==> config.mk <==
export PLATFORM = sky130hd
export DESIGN_NAME = ioctl_upload_reader
export DESIGN_NICKNAME = d
export VERILOG_FILES = /design/src/rtl/ioctl_upload_reader.sv
export SDC_FILE = /design/constraint.sdc
export NUM_CORES = 1
export LEC_CHECK = 0
export ABC_AREA = 1
export CAP_MARGIN = 20
export CORE_MARGIN = 2
export CORE_UTILIZATION = 49
export DETAILED_ROUTE_END_ITERATION = 10
export PLACE_DENSITY = 0.9
export SYNTH_ARGS = -nofsm -noshare
export SYNTH_HDL_FRONTEND = slang
export SYNTH_SLANG_ARGS = --single-unit
==> constraint.sdc <==
create_clock -name clk_sys -period 1.57 [get_ports clk_sys]
set_clock_uncertainty 0.05 [all_clocks]
set_input_delay 0.2355 -clock clk_sys [delete_from_list [all_inputs] [get_ports clk_sys]]
set_output_delay 0.2355 -clock clk_sys [all_outputs]
set_load 0.02 [all_outputs]
==> src/rtl/ioctl_upload_reader.sv <==
// HPS upload byte reader: pauses the core, fetches bytes from a synchronous RAM and serves them on ioctl_din.
// Optional macro UPLOAD_PAUSE_TIMEOUT_EN adds a pause-ack timeout with sticky timeout_err.
module ioctl_upload_reader #(
  parameter int         ADDR_W       = 10,
  parameter logic [7:0] UPLOAD_INDEX = 8'd4,
  parameter int         RD_LATENCY   = 1,
  parameter logic [7:0] FILL_BYTE    = 8'hFF
) (
  input  logic              clk_sys,
  input  logic              reset,
  input  logic              ioctl_upload,
  input  logic [7:0]        ioctl_index,
  input  logic              ioctl_rd,
  input  logic [24:0]       ioctl_addr,
  output logic [7:0]        ioctl_din,
  output logic [ADDR_W-1:0] ram_addr,
  input  logic [7:0]        ram_q,
  output logic              pause_req,
  input  logic              pause_ack,
  output logic              busy,
  output logic              timeout_err
);

  typedef enum logic [2:0] {
    IDLE    = 3'd0,
    PAUSE   = 3'd1,
    READY   = 3'd2,
    FETCH   = 3'd3,
    RELEASE = 3'd4
  } state_t;

  localparam logic [1:0] LAT = 2'(RD_LATENCY);

  state_t              state_r, state_s;
  logic                match_prev_r;
  logic                pend_r, pend_s;
  logic [24:0]         pend_addr_r, pend_addr_s;
  logic                oor_r, oor_s;
  logic [1:0]          lat_cnt_r, lat_cnt_s;
  logic [7:0]          din_r, din_s;
  logic [ADDR_W-1:0]   ram_addr_r, ram_addr_s;
  logic                pause_req_r, pause_req_s;
  logic                busy_r, busy_s;
  logic                ack_go_s;
  logic                fetch_go_s;
  logic                match_s;
  logic [24:0]         svc_addr_s;
  logic                svc_oor_s;
`ifdef UPLOAD_PAUSE_TIMEOUT_EN
  logic [15:0]         to_cnt_r, to_cnt_s;
  logic                timeout_err_r, timeout_err_s;
`endif

  assign match_s    = ioctl_upload && (ioctl_index == UPLOAD_INDEX);
  // A strobe in the same cycle as service takes priority over the older latched address.
  assign svc_addr_s = ioctl_rd ? ioctl_addr : pend_addr_r;
  assign svc_oor_s  = (svc_addr_s >> ADDR_W) != 25'd0;

  // Next-state and next-output logic for the upload session FSM.
  always_comb begin
    state_s     = state_r;
    pend_s      = pend_r;
    pend_addr_s = pend_addr_r;
    oor_s       = oor_r;
    lat_cnt_s   = lat_cnt_r;
    din_s       = din_r;
    ram_addr_s  = ram_addr_r;
    pause_req_s = pause_req_r;
    busy_s      = busy_r;
    ack_go_s    = 1'b0;
    fetch_go_s  = 1'b0;
`ifdef UPLOAD_PAUSE_TIMEOUT_EN
    to_cnt_s      = to_cnt_r;
    timeout_err_s = timeout_err_r;
`endif
    case (state_r)
      IDLE: begin
        if (match_s && !match_prev_r) begin
          state_s     = PAUSE;
          pause_req_s = 1'b1;
          busy_s      = 1'b1;
          pend_s      = 1'b0;
`ifdef UPLOAD_PAUSE_TIMEOUT_EN
          to_cnt_s    = 16'd0;
`endif
        end else begin
          state_s = IDLE;
        end
      end
      PAUSE: begin
        ack_go_s = pause_ack;
`ifdef UPLOAD_PAUSE_TIMEOUT_EN
        if (!pause_ack) begin
          if (to_cnt_r == 16'hFFFE) begin
            timeout_err_s = 1'b1;
            ack_go_s      = 1'b1;
          end else begin
            to_cnt_s = to_cnt_r + 16'd1;
          end
        end else begin
          to_cnt_s = to_cnt_r;
        end
`endif
        if (ack_go_s) begin
          if (ioctl_rd || pend_r) begin
            fetch_go_s = 1'b1;
          end else begin
            state_s = READY;
          end
        end else if (ioctl_rd) begin
          pend_s      = 1'b1;
          pend_addr_s = ioctl_addr;
        end else begin
          state_s = PAUSE;
        end
      end
      READY: begin
        if (ioctl_rd || pend_r) begin
          fetch_go_s = 1'b1;
        end else begin
          state_s = READY;
        end
      end
      FETCH: begin
        if (ioctl_rd) begin
          pend_s      = 1'b1;
          pend_addr_s = ioctl_addr;
        end else begin
          pend_s = pend_r;
        end
        if (lat_cnt_r == LAT) begin
          din_s   = oor_r ? FILL_BYTE : ram_q;
          state_s = READY;
        end else begin
          lat_cnt_s = lat_cnt_r + 2'd1;
        end
      end
      RELEASE: begin
        pause_req_s = 1'b0;
        busy_s      = 1'b0;
        state_s     = IDLE;
      end
      default: begin
        state_s = IDLE;
      end
    endcase

    // Out-of-range reads leave ram_addr alone and return FILL_BYTE after the normal latency.
    if (fetch_go_s) begin
      state_s   = FETCH;
      lat_cnt_s = 2'd0;
      pend_s    = 1'b0;
      oor_s     = svc_oor_s;
      if (!svc_oor_s) begin
        ram_addr_s = svc_addr_s[ADDR_W-1:0];
      end else begin
        ram_addr_s = ram_addr_r;
      end
    end else begin
      oor_s = oor_s;
    end

    if ((state_r == PAUSE || state_r == READY || state_r == FETCH) && !match_s) begin
      state_s     = RELEASE;
      pause_req_s = 1'b0;
      pend_s      = 1'b0;
      din_s       = din_r;
      ram_addr_s  = ram_addr_r;
    end else begin
      pause_req_s = pause_req_s;
    end
  end

  // State and output registers with synchronous reset.
  always_ff @(posedge clk_sys) begin
    if (reset) begin
      state_r      <= IDLE;
      match_prev_r <= 1'b0;
      pend_r       <= 1'b0;
      pend_addr_r  <= 25'd0;
      oor_r        <= 1'b0;
      lat_cnt_r    <= 2'd0;
      din_r        <= 8'd0;
      ram_addr_r   <= '0;
      pause_req_r  <= 1'b0;
      busy_r       <= 1'b0;
`ifdef UPLOAD_PAUSE_TIMEOUT_EN
      to_cnt_r      <= 16'd0;
      timeout_err_r <= 1'b0;
`endif
    end else begin
      state_r      <= state_s;
      match_prev_r <= match_s;
      pend_r       <= pend_s;
      pend_addr_r  <= pend_addr_s;
      oor_r        <= oor_s;
      lat_cnt_r    <= lat_cnt_s;
      din_r        <= din_s;
      ram_addr_r   <= ram_addr_s;
      pause_req_r  <= pause_req_s;
      busy_r       <= busy_s;
`ifdef UPLOAD_PAUSE_TIMEOUT_EN
      to_cnt_r      <= to_cnt_s;
      timeout_err_r <= timeout_err_s;
`endif
    end
  end

  assign ioctl_din = din_r;
  assign ram_addr  = ram_addr_r;
  assign pause_req = pause_req_r;
  assign busy      = busy_r;
`ifdef UPLOAD_PAUSE_TIMEOUT_EN
  assign timeout_err = timeout_err_r;
`else
  assign timeout_err = 1'b0;
`endif

endmodule

Yosys cells after proc, flatten, opt, wreduce, memory -nomap -nowiden
Index checks and enable logic that the tools add are counted.

word-level totals
  register bits after elaboration = 53
  input bits = 46
  output and inout bits = 21
  word-level logic and storage cells = 72

operators by class
  add/subtract/negate cells = 1
  equal/unequal tests = 12
  mux-type cells = 21
  bitwise operators = 3
  reductions and logical operators = 24

operators with widths
  cell                                                    count
  two-way mux 25 bit                                      2
  one-hot mux 25 bit (2 select lines)                     1
  nonzero test 25 bit                                     1
  two-way mux 3 bit                                       6
  one-hot mux 3 bit (4 select lines)                      1
  AND reduction 2 bit                                     5
  AND reduction 3 bit                                     3
  == test 8 x 3 -> 1 bit (second input constant)          1
  two-way mux 8 bit                                       1
  two-way mux 1 bit                                       7
  == test 3 x 2 -> 1 bit (second input constant)          2
  inequality test 5 x 4 -> 1 bit (second input constant)  1
  inequality test 2 bit (second input constant)           2
  inequality test 4 x 3 -> 1 bit (second input constant)  1
  inequality test 4 bit (second input constant)           1
  one-hot mux 1 bit (2 select lines)                      2
  nonzero test 2 bit                                      2
  OR reduction 2 bit                                      2
  == test 3 x 1 -> 1 bit (second input constant)          1
  == test 3 bit (second input constant)                   1
  logical AND 1 bit                                       3
  logical NOT 3 bit                                       1
  logical OR 1 bit                                        3
  inequality test 3 bit (second input constant)           1
  other kinds (7)                                         10

Longest topological paths before layout
  depth after elaboration = 7
  depth in mapped cells = 11
  gate-level depth less buffers = 11

Least setup slack after synthesis
OpenSTA, ideal clock, no wires.

  path type = reg-to-reg
  from = register state_r[2]
  to = register ram_addr_r[2] (netlist: ram_addr[2])
  setup time = 0.113 ns
  arrival time = 1.242 ns
  required time = 1.407 ns
  path slack = 0.166 ns
  cell stages (with the launch flop) = 9
  buffers on the path = 1
  period minus slack after synthesis = 1.404 ns
  cell sequence = dfxtp_1 -> inv_2 -> nand2_1 -> or2_1 -> a21oi_4 -> buf_2 -> nand4_1 -> nand2_1 -> nor2_1

on the way
  word-level cells in the longest chain between the ends = 6
  elaborated cells between the ends (all ways) = 9
  classes of those cells = eq/ne: 3; mux: 1; bitwise: 1; reduce/logical: 4

RTL lines
  item                                                                     RTL line  text
  start, declared                                                          34        state_t state_r, state_s;
  start signal, assigned                                                   192       state_r <= state_s;
  == test 3 x 1 -> 1 bit / == test 3 x 2 -> 1 bit (equally long branches)  76, 163
  logical OR 1 bit (2 in a row)                                            163       if ((state_r == PAUSE || state_r == READY || state_r == FETCH) && !match_s) begin
  logical AND 1 bit                                                        163
  inverter 1 bit (no source line)                                          n/a
  AND reduction 3 bit (no source line) (*)                                 n/a
  end signal, assigned                                                     199       ram_addr_r <= ram_addr_s;
  end, declared                                                            41        logic [ADDR_W-1:0] ram_addr_r, ram_addr_s;

Mark *: on every way between the ends. The rest lies on a longest branch, timed or not.
A chain may end at the register's enable or synchronous reset.

Final worst setup path
  from = register state_r[2]
  to = register ram_addr_r[3] (netlist: ram_addr[3])

Same word-level chain as after synthesis.

==> results.py <==
metrics = {
    "global_route": {
        "antenna_found_initial": 0,
        "use_met2_pct": 46.2,
        "grt_usage_pct": 24.6,
        "met3_usage_pct": 5.52,
        "grt-ovfl-total": 0,
        "grt_max_degree": 52,
        "use_met1_pct": 27.0,
        "grt.busiest_layer": "met2",
        "grt_pass1_wl_mm": 12.3,
        "grt_pass1_vias": 2840,
    },
    "clock_tree": {
        "ctsLongestPathBuffers": 2,
        "clk_latency_ns": 0.32,
        "cts_sinks": 53,
        "holdBufCountCts": 0,
        "h-tree-depth": 2,
        "cts_tree": "yes",
        "cts.reportedPaths.clkPinSlew_ns": 0.10,
        "cts-root-buf": "clkbuf_8",
        "cts_buffers": 5,
    },
    "final_layout": {
        "drive_above_1_share_pct": 18.7,
        "fillers": 355,
        "antenna_cells": 0,
        "fin_nets": 543,
        "area_growth_pct": 48.1,
    },
    "pwr": {
        "p_sw_mw": 0.675,
        "p_clk_share_pct": 35.8,
        "p_leak_nw": 2.03,
        "share_comb_of_total_power_pct": 15.5,
        "pwr-share-seq_pct": 48.7,
        "ir_drop_uv": 692,
        "total_power_mw": 2.77,
        "p_per_area_nw_per_um2": 696,
        "switching_share_pct": 24.4,
        "p_int_mw": 2.10,
    },
    "timing": {
        "fin_crit_ns": 1.64,
        "rsz0062_at_grt": "yes",
        "fin_crit_sh_pct": 105,
        "setup_viol": 17,
        "setup_ws_ns": -0.0720,
        "hold_violations": 0,
        "final_max_slew_viol_count": 0,
        "max_freq_mhz": 609,
    },
    "detailed_routing": {
        "firstDrtPassIters": 8,
        "vias": 3155,
        "wl_per_cell_um": 16.1,
        "drc_errors": 0,
        "via_per_inst": 5.56,
        "drt_iter0_drc": 264,
        "finalWirelength_mm": 9.12,
        "ant_nets": 0,
    },
    "setup_path": {
        "worst-r2r-setup-slack_ns": -0.07,
        "arrival_ns": 1.84,
        "cp-end-kind": "flip-flop",
        "critical_path.max_fanout": 5,
        "r2r_start": "state_r[2]",
        "slowest_delay_ns": 0.34,
        "worstPathRequired_ns": 1.77,
        "worstSetupPathType": "flip-flop to flip-flop",
        "start_kind": "flip-flop",
        "cp_slowest_cell": "dfxtp_2",
        "reg2reg_to": "ram_addr[3]",
        "path_cells": "inv_2, nand2_2, or2_4, a21oi_4, nand3_4, nor2_4, nor2_2, nor2_1",
        "reg2regPathDepth": 8,
    },
    "hold_path": {
        "hold_start": "ioctl_rd",
        "holdPathEnd": "pend_addr_r[19]",
        "hold_path_depth": 5,
        "hold_path_class": "input port to flip-flop",
    },
    "run_status": {
        "violations": "negative setup slack",
        "status": "finished, violations left",
    },
    "logic_synthesis": {
        "syn_inst": 400,
        "synth_area_um2": 2690,
        "synth_warnings": 0,
        "seq_area_frac_synth_pct": 39.5,
        "synthesis.nets": 447,
        "synthDistinctLibCells": 29,
        "ys_seq_elements": 53,
        "syn_area_per_cell_um2": 6.72,
    },
    "floorplanning": {
        "core-area_um2": 5200,
        "rows": 26,
        "design.die.area_um2": 6090,
        "io_pins": 67,
        "die_y_um": 78.0,
        "dieWidth_um": 78.0,
        "initial_core_util_pct": 51.6,
    },
    "place": {
        "dpl.hpwl_mm": 4.92,
        "pre_cts_ws_ns": -0.534,
        "place_congestion": 0.823,
        "io_buffers": 65,
    },
    "job": {
        "maxCapViolations": 0,
    },
}
[how the worst max path moves through the flow]
stage / startpoint / to / slack (ns) / cells after the start
2_1_floorplan: state_r[2] / ram_addr[2] / 0.17 / 8
3_3_place_gp: ioctl_rd / ram_addr[6] / -0.43 / 12
3_5_place_dp: ioctl_rd / ram_addr[0] / -0.53 / 12
4_1_cts: ioctl_index[2] / ioctl_din[3] / -0.02 / 9
5_1_grt: state_r[2] / ram_addr[3] / -0.17 / 9
6_report: state_r[2] / ram_addr[3] / -0.07 / 8
[layout make-up]
cell class | count | area (um2) | share of cell area, %
inverter | 52 | 195 | 4.91
multi-input combinational | 279 | 1410 | 35.5
sequential | 53 | 1060 | 26.8
clock inverter | 2 | 37.5 | 0.943
timing repair buffer | 105 | 1100 | 27.6
clock buffer | 6 | 82.6 | 2.08
tap | 70 | 87.6 | 2.20
[kinds of logic after synthesis]
family | Yosys count | synth area share, %
compound gates | 78 | 15.0
mux | 10 | 3.73
other cells | 1 | 0.140
simple gates | 187 | 29.8
fa+ha+maj | 1 | 0.466
buf+inv | 70 | 11.3
flops | 53 | 39.5
[flip-flops by register name, summed over array words and instances, names as in the netlist, 2 cells and up]
signal	flops
ram_addr	10
state_r	3
pend_addr_r	25
lat_cnt_r	2
ioctl_din	8
[through the flow]
step           instance area [um2]  util, %  hold WS (ns)  std cells  setup TNS, ns
6_report                      3980     76.4         0.396        567         -0.594
5_1_grt                       3980     76.4         0.428        567          -3.36
4_1_cts                       3750     72.0         0.400        559        -0.0441
3_5_place_dp                  3580     68.8         0.389        547         -11.65
3_3_place_gp                  3580     68.8         0.381        547          -9.29
2_1_floorplan                 2690        -         0.255        400              0
[Yosys cell counts, drive strengths merged]
library cell | count | area [um2]
nand2 | 111 | 424
dfxtp | 53 | 1060
inv | 51 | 191
nor2 | 48 | 200
a21oi | 40 | 211
o21ai | 37 | 185
or2 | 11 | 68.8
buf | 10 | 78.8
mux2i | 10 | 100
nand4 | 10 | 62.6
clkbuf | 8 | 30.0
nand3 | 6 | 40.0
clkinv | 1 | 3.75
conb | 1 | 3.75
ha | 1 | 12.5
nor3 | 1 | 5.00
o211ai | 1 | 7.51
[power by group through the flow]
stage          logic (mW)  clock network (mW)  registers [mW]
2_1_floorplan       0.176                   0            1.38
3_5_place_dp        0.375                   0            1.38
3_3_place_gp        0.361                   0            1.38
5_1_grt             0.458                1.03            1.35
4_1_cts             0.382               0.974            1.35
6_report            0.429               0.992            1.35
[metal layers]
| layer | part of all wire [%] | wire length, um |
|---|---|---|
| met2 | 50 | 4580 |
| met1 | 35 | 3230 |
| met5 | 0 | 0 |
| met3 | 8.3 | 758 |
| met4 | 6.0 | 549 |
[critical path, delay by kind of cell, from the launching register on]
family                 cells  cell delay [ns]
AO/OA/AOI/OAI              1             0.25
buffers and inverters      1             0.08
flip-flops                 1             0.34
AND/OR/NAND/NOR            6             0.86
[cell usage in the layout, fill, tap and decap left out, drive strengths merged]
| cell type | netlist | final |
|---|---|---|
| clkinv | 1 | 1 |
| nand3 | 6 | 6 |
| a21oi | 40 | 40 |
| clkbuf | 8 | 11 |
| nor2 | 48 | 50 |
| clkinvlp | 0 | 1 |
| buf | 10 | 36 |
| bufinv | 0 | 1 |
| o211ai | 1 | 1 |
| inv | 51 | 51 |
| or2 | 11 | 11 |
| clkdlybuf4s50 | 0 | 47 |
| ha | 1 | 1 |
| conb | 1 | 1 |
| dlymetal6s2s | 0 | 15 |
| dlygate4sd2 | 0 | 2 |
| nor3 | 1 | 1 |
| nand2 | 111 | 111 |
| mux2i | 10 | 10 |
| nand4 | 10 | 10 |
| o21ai | 37 | 37 |
| dfxtp | 53 | 53 |
[what timing repair did]
item                                    CTS  global route
resized for setup                        11            41
setup buffers                             3             3
pin swaps                                 6            17
cloned                                    1             5
endpoints found under the setup margin   17            63
Power figures use the tool's default switching activity.
